### config.mk
export PLATFORM = sky130hd
export DESIGN_NAME = serial_adder
export DESIGN_NICKNAME = d
export VERILOG_FILES = /design/src/rtl/serial_adder_pkg.sv /design/src/rtl/serial_adder_full_adder.sv /design/src/rtl/serial_adder.sv
export SDC_FILE = /design/constraint.sdc
export NUM_CORES = 1
export LEC_CHECK = 0
export ABC_AREA = 0
export CAP_MARGIN = 20
export CELL_PAD_IN_SITES_DETAIL_PLACEMENT = 1
export CELL_PAD_IN_SITES_GLOBAL_PLACEMENT = 1
export CORE_UTILIZATION = 30
export CTS_CLUSTER_DIAMETER = 40
export DETAILED_ROUTE_END_ITERATION = 6
export HOLD_SLACK_MARGIN = 0.15
export PLACE_DENSITY = 0.62
export SLEW_MARGIN = 25
export SYNTH_ARGS = -nofsm -noshare
export SYNTH_HDL_FRONTEND = slang
export SYNTH_SLANG_ARGS = --single-unit
export TNS_END_PERCENT = 100
### constraint.sdc
create_clock -name clk -period 2.1 [get_ports clk]
set_clock_uncertainty 0.2 [all_clocks]
set_input_delay 0.21 -clock clk [delete_from_list [all_inputs] [get_ports clk]]
set_output_delay 0.21 -clock clk [all_outputs]
set_load 0.05 [all_outputs]
### src/rtl/serial_adder_pkg.sv
// Shared definitions for the bit-serial adder: FSM state encodings and default operand width.
package serial_adder_pkg;

  localparam int SA_WIDTH_DEFAULT = 8;

  typedef enum logic [1:0] {
    ST_IDLE = 2'd0,
    ST_RUN  = 2'd1,
    ST_DONE = 2'd2
  } sa_state_e;

endpackage

### src/rtl/serial_adder_full_adder.sv
// One-bit full adder built from two half adders; purely combinational, no flow control.
module half_adder (
  input  logic a,
  input  logic b,
  output logic s,
  output logic c
);
  assign s = a ^ b;
  assign c = a & b;
endmodule

module full_adder (
  input  logic a,
  input  logic b,
  input  logic cin,
  output logic s,
  output logic cout
);
  logic s1, c1, c2;

  half_adder u_ha0 (.a(a),  .b(b),   .s(s1), .c(c1));
  half_adder u_ha1 (.a(s1), .b(cin), .s(s),  .c(c2));

  assign cout = c1 | c2;
endmodule

### src/rtl/serial_adder.sv
// Bit-serial WIDTH-bit adder, LSB first through one full_adder; done pulses WIDTH+1 cycles after start, start ignored while busy.
// Optional signed-overflow output enabled by defining SERIAL_ADDER_OVF_EN.
module serial_adder
  import serial_adder_pkg::*;
#(
  parameter int WIDTH = SA_WIDTH_DEFAULT
) (
  input  logic             clk,
  input  logic             rst_n,
  input  logic             start,
  input  logic [WIDTH-1:0] a,
  input  logic [WIDTH-1:0] b,
  input  logic             cin,
  output logic             busy,
  output logic             done,
  output logic [WIDTH-1:0] sum,
  output logic             cout
`ifdef SERIAL_ADDER_OVF_EN
  ,
  output logic             ovf
`endif
);

  localparam int CW = $clog2(WIDTH);
  localparam logic [CW-1:0] CNT_LAST = CW'(WIDTH - 1);

  sa_state_e        state_q, state_d;
  logic [WIDTH-1:0] a_sr_q, a_sr_d;
  logic [WIDTH-1:0] b_sr_q, b_sr_d;
  logic [WIDTH-1:0] res_sr_q, res_sr_d;
  logic [WIDTH-1:0] sum_q, sum_d;
  logic [CW-1:0]    cnt_q, cnt_d;
  logic             carry_q, carry_d;
  logic             cout_q, cout_d;
  logic             busy_q, busy_d;
  logic             done_q, done_d;
  logic             fa_s, fa_cout;
`ifdef SERIAL_ADDER_OVF_EN
  logic             ovf_q, ovf_d;
`endif

  full_adder u_fa (
    .a    (a_sr_q[0]),
    .b    (b_sr_q[0]),
    .cin  (carry_q),
    .s    (fa_s),
    .cout (fa_cout)
  );

  always_comb begin
    state_d  = state_q;
    a_sr_d   = a_sr_q;
    b_sr_d   = b_sr_q;
    res_sr_d = res_sr_q;
    sum_d    = sum_q;
    cnt_d    = cnt_q;
    carry_d  = carry_q;
    cout_d   = cout_q;
`ifdef SERIAL_ADDER_OVF_EN
    ovf_d    = ovf_q;
`endif
    case (state_q)
      ST_IDLE: begin
        if (start) begin
          a_sr_d  = a;
          b_sr_d  = b;
          carry_d = cin;
          cnt_d   = '0;
          state_d = ST_RUN;
        end
      end
      ST_RUN: begin
        a_sr_d   = a_sr_q >> 1;
        b_sr_d   = b_sr_q >> 1;
        res_sr_d = {fa_s, res_sr_q[WIDTH-1:1]};
        carry_d  = fa_cout;
        cnt_d    = cnt_q + 1'b1;
        // Last bit: publish the shift register including the bit computed this cycle.
        if (cnt_q == CNT_LAST) begin
          sum_d   = res_sr_d;
          cout_d  = fa_cout;
`ifdef SERIAL_ADDER_OVF_EN
          ovf_d   = carry_q ^ fa_cout;
`endif
          state_d = ST_DONE;
        end
      end
      ST_DONE: state_d = ST_IDLE;
      default: state_d = ST_IDLE;
    endcase
    busy_d = (state_d == ST_RUN);
    done_d = (state_d == ST_DONE);
  end

  always_ff @(posedge clk or negedge rst_n) begin
    if (!rst_n) begin
      state_q  <= ST_IDLE;
      a_sr_q   <= '0;
      b_sr_q   <= '0;
      res_sr_q <= '0;
      sum_q    <= '0;
      cnt_q    <= '0;
      carry_q  <= 1'b0;
      cout_q   <= 1'b0;
      busy_q   <= 1'b0;
      done_q   <= 1'b0;
`ifdef SERIAL_ADDER_OVF_EN
      ovf_q    <= 1'b0;
`endif
    end else begin
      state_q  <= state_d;
      a_sr_q   <= a_sr_d;
      b_sr_q   <= b_sr_d;
      res_sr_q <= res_sr_d;
      sum_q    <= sum_d;
      cnt_q    <= cnt_d;
      carry_q  <= carry_d;
      cout_q   <= cout_d;
      busy_q   <= busy_d;
      done_q   <= done_d;
`ifdef SERIAL_ADDER_OVF_EN
      ovf_q    <= ovf_d;
`endif
    end
  end

  assign busy = busy_q;
  assign done = done_q;
  assign sum  = sum_q;
  assign cout = cout_q;
`ifdef SERIAL_ADDER_OVF_EN
  assign ovf  = ovf_q;
`endif

endmodule

# --- Word-level counts from Yosys, hierarchy flattened ---
# Index checks and enable logic that the tools add are counted.
word_totals:
  reg_bits: 41
  out_inout_bits: 11
  wordCells: 36
classes:
  add_sub_neg: 1
  eq_ne: 5
  muxes: 11
  bitwise: 5
  reduce_logical: 4
ops:
  columns: ["op", "n"]
  rows:
  - ["$pmux W8 S2", 2]
  - ["$mux W8", 2]
  - ["$pmux W3 S2", 1]
  - ["$eq A2 B1 Y1 const B", 2]
  - ["$mux W2", 2]
  - ["$pmux W2 S2", 1]
  - ["$reduce_and A2 Y1", 2]
  - ["$add A3 B1 Y3 const B", 1]
  - ["$eq A3 B3 Y1 const B", 1]
  - ["$mux W3", 1]
  - ["$and A1 B1 Y1", 2]
  - ["$eq A2 B2 Y1 const B", 1]
  - ["$logic_not A2 Y1", 1]
  - ["$ne A2 B2 Y1 const B", 1]
  - ["$pmux W1 S2", 1]
  - ["$reduce_bool A2 Y1", 1]
  - ["$xor A1 B1 Y1", 2]
  - ["$mux W1", 1]
  - ["$or A1 B1 Y1", 1]

# --- Depth between registers and ports, before layout ---
# Gate-level depths: netlist (run 1).
logic_depth:
  depth_word: 4
  ltp_mapped: 5
  ltp_nobuf: 4

# --- Modules after synthesis ---
# A second synthesis (run 1) with hierarchy kept.
unflattened:
  cells_unflattened: 155
  hier_area_um2: 1788.0
by_module_without_submodules:
  columns: ["module", "instances", "cells_each", "area_each_um2", "seq_area_each_um2"]
  rows:
  - ["serial_adder", 1, 152, 1756.7, 1001.0]
  - ["half_adder", 2, 1, 12.5, 0.0]
  - ["full_adder", 1, 1, 6.3, 0.0]

# --- Worst setup path after synthesis (run 1) ---
# OpenSTA, ideal clock, no wires.
synth_timing:
  path_type: "reg2reg"
  start: "reg cnt_q[0]"
  end: "reg cout_q (netlist: cout)"
  t_arrival_ps: 1390
  t_required_ps: 1775
  setup_slack_ps: 386
  path_stages_with_launch: 6
  n_path_buf: 1
  period_less_slack_ps: 1714
  path_cell_list: "dfrtp_1 -> ha_1 -> ha_1 -> nand3b_1 -> buf_2 -> mux2_2"
synth_via:
  elab_chain_len: 2
synth_lines:
  columns: ["element", "line", "source"]
  rows:
  - ["from (decl)", "serial_adder.sv:32", "logic [CW-1:0] cnt_q, cnt_d;"]
  - ["from (signal assigned)", "serial_adder.sv:116", "cnt_q <= cnt_d;"]
  - ["$eq A3 B3 Y1", "serial_adder.sv:79", "if (cnt_q == CNT_LAST) begin"]
  - ["$reduce_and A2 Y1 (no source line)", null, null]
  - ["to (signal assigned)", "serial_adder.sv:118", "cout_q <= cout_d;"]
  - ["to (decl)", "serial_adder.sv:34", "logic cout_q, cout_d;"]
# No other way between the ends.
# A chain may end at the register's enable or synchronous reset.

# --- Final worst setup path (run 1) ---
layout_timing:
  start: "reg cnt_q[0]"
  end: "reg sum_q[4] (netlist: sum[4])"
layout_via:
  elab_chain_len: 2
layout_lines:
  columns: ["element", "line", "source"]
  rows:
  - ["$eq A3 B3 Y1", "serial_adder.sv:79", null]
  - ["$reduce_and A2 Y1 (no source line)", null, null]
  - ["to (signal assigned)", "serial_adder.sv:115", "sum_q <= sum_d;"]
  - ["to (decl)", "serial_adder.sv:31", "logic [WIDTH-1:0] sum_q, sum_d;"]
# No other way between the ends.

==> results.ini, run 1 <==
[critical_path]
critPathMaxStageDelay_ns = 0.41
r2r_start = cnt_q[0]
path_cells = ha_1 -> ha_1 -> nand3b_1 -> mux2_2
path_delay_family = adder cells
reg2reg_setup_slack_ns = 0.17
cp_slowest_cell = nand3b_1
crit_path_start = cnt_q[0]
path_buf_inv = 0
cp_max_fo = 11
crit_cells = 4
r2r_cells = 4
crit_type = register to register
r2r_end = sum[4]
crit_required_ns = 2.08
endpoint_kind = register
cp-endpoint = sum[4]
crit_top_cell = ha_1
cp-start-kind = register
arrival_ns = 1.91

[power]
power_switching_mw = 1.305
peakVddDrop_mv = 0.7630
power_density_nw_per_um2 = 1615
p_seq_frac = 0.375
leakagePower_nw = 0.9941
p_sw_frac = 0.3662
intPower_mw = 2.258
comb_power_share = 0.431
clockPowerShare = 0.194

[sta]
holdWs_ns = 0.2279
max_freq_ghz = 0.5177
setup_violations = 0
hold_viol = 0
slew_headroom = 0.5931
tightestPinTransition_ns = 0.6076
period_minus_slack_ns = 1.932
rsz0062_at_grt = no
slew_violations = 0
finalCritPeriodShare = 0.9198
fin_ws_ns = 0.1683

[grt]
grt_max_degree = 26
overflow = 0
grt_pass1_vias = 1288
grt_usage = 0.1350
grt_pass1_wl_um = 6306
antenna_found_initial = 0

[yosys]
yosysWarningCount = 0
ys_seq_elements = 40
syn_nets = 157
synthDistinctLibCells = 21
syn-cell-area_um2 = 1747
synth_cells = 134
postSynthAreaPerCell_um2 = 13.03
ys_seq_area_frac = 0.5731

[floorplanning]
rows = 27
ios = 31
initial_core_util = 0.3134
die_x_um = 78.31
die_h_um = 78.31
die_area_um2 = 6132
core_um2 = 5574

[layout]
syn_to_final_growth_pct = 26.29
layout_commonest_cell = dfrtp_1
drive_gt1_frac = 0.2059
diodes = 0
layout.nets = 192
utilization = 0.3957
layout_common_cells = dfrtp_1 (40), clkdlybuf4s50_1 (29), inv_1 (20)

[clocking]
cts_buffer_depth = 2
cts_root_buf = clkbuf_8
postCtsSetupBuffers = 0
cts_sinks = 40
cts_tree = built
post_cts_resized = 0
cts_hold_buf = 1
h-tree-depth = 2
cts_made_buffers = 5
clk_pin_slew_ns = 0.08
clock_latency_ns = 0.30

[routing]
vias_per_cell = 4.835
drtIter0Drc = 105
wire_per_inst_um = 15.11
wirelength_um = 3657
drt_pass1_iterations = 5
dr_total_vias = 1170
drc = 0
drtAntennaViolNets = 0

[status]
status = finished clean

[place]
gp_congestion = 0.7631
dp_hpwl_um = 2576
place_ws_ns = -0.01678
port_buffers = 30

[flow_run]
cap_violations = 0

[hold_path]
hold_path_class = input port to asynchronous set/reset pin

[Yosys cell counts]
master     number  area share
mux2_2         17        0.11
o311ai_0        2       0.010
a222oi_1       15       0.086
nand4bb_1       2       0.013
a21oi_1         2      0.0057
buf_8           2       0.017
buf_2           1      0.0029
inv_1          20       0.043
nand3b_1        1      0.0043
nor2b_4         1      0.0079
buf_4           1      0.0043
a22o_1          2       0.010
fa_1            1       0.011
nor2_1         15       0.032
o21bai_1        1      0.0043
clkbuf_8        3       0.024
buf_6           3       0.019
nand2_1         2      0.0043
dfrtp_1        40        0.57
ha_1            2       0.014
nor2b_1         1      0.0036
[flip-flops by register name, indices dropped and copies added (netlist names)]
signal / cells
a_sr_q: 8
b_sr_q: 8
sum: 8
res_sr_q: 7
cnt_q: 3
state_q: 2
busy: 1
carry_q: 1
cout: 1
done: 1
[routing by layer]
| layer | vias to the layer above | wire [um] | part of all wire | track usage |
|---|---|---|---|---|
| li1 | 541 | - | - | - |
| met1 | 596 | 1660 | 0.45 | 0.1726 |
| met2 | 31 | 1767 | 0.48 | 0.2167 |
| met3 | 2 | 192 | 0.053 | 0.04535 |
| met4 | 0 | 36 | 0.0098 | 0.03889 |
| met5 | - | 0 | 0 | 0 |
[power by group through the flow]
stage	clock [mW]	combinational, mW	sequential [mW]
after global routing	0.743	1.68	1.39
final	0.691	1.53	1.34
after detailed placement	0	1.55	1.35
after CTS	0.712	1.56	1.34
after floorplan	0	0.892	1.63
after global placement	0	1.49	1.33
[cell type report]
type,count,area [um^2]
Fill cell,598,3368
Sequential cell,40,1001
Clock inverter,1,30.03
Tap cell,72,90.09
Multi-Input combinational cell,64,555.5
Timing Repair Buffer,38,357.8
Inverter,20,75.07
Clock buffer,7,96.34
[cell families (layout without fill, tap and decap cells)]
kind of cell             Yosys count  count (layout)  synth area share
buffers and inverters             30              66            0.1103
multiplexers                      17              17            0.1096
flip-flops                        40              40            0.5731
adder cells (fa/ha/maj)            3               3           0.02579
AO/OA/AOI/OAI                     22              22            0.1160
AND/OR/NAND/NOR                   22              22           0.06519
[worst min-delay path by stage]
stage	from	end	slack (ns)	depth (start not counted)
detailed placement	rst_n	b_sr_q[4]	0.04	1
global placement	rst_n	b_sr_q[5]	0.02	1
global route	rst_n	cnt_q[2]	0.29	2
finish	rst_n	b_sr_q[4]	0.23	2
floorplan	rst_n	a_sr_q[0]	-0.29	0
CTS	rst_n	a_sr_q[7]	0.25	2
[through the flow]
| step | std cells | power (mW) | TNS, ns | cell area (um^2) |
|---|---|---|---|---|
| 5_1_grt | 242 | 3.809 | 0 | 2206 |
| 2_1_floorplan | 134 | 2.520 | 0 | 1747 |
| 6_report | 242 | 3.563 | 0 | 2206 |
| 3_5_place_dp | 233 | 2.904 | -0.06887 | 2067 |
| 3_3_place_gp | 233 | 2.828 | 0 | 2067 |
| 4_1_cts | 242 | 3.621 | 0 | 2203 |
Power figures use the tool's default switching activity.
==> run 2: changes to the inputs <==
Settings changed: ABC_CLOCK_PERIOD_IN_PS from default to 2100.
==> results of run 2 <==
Same layout as run 1: the final DEF is identical, and so are final timing and power.
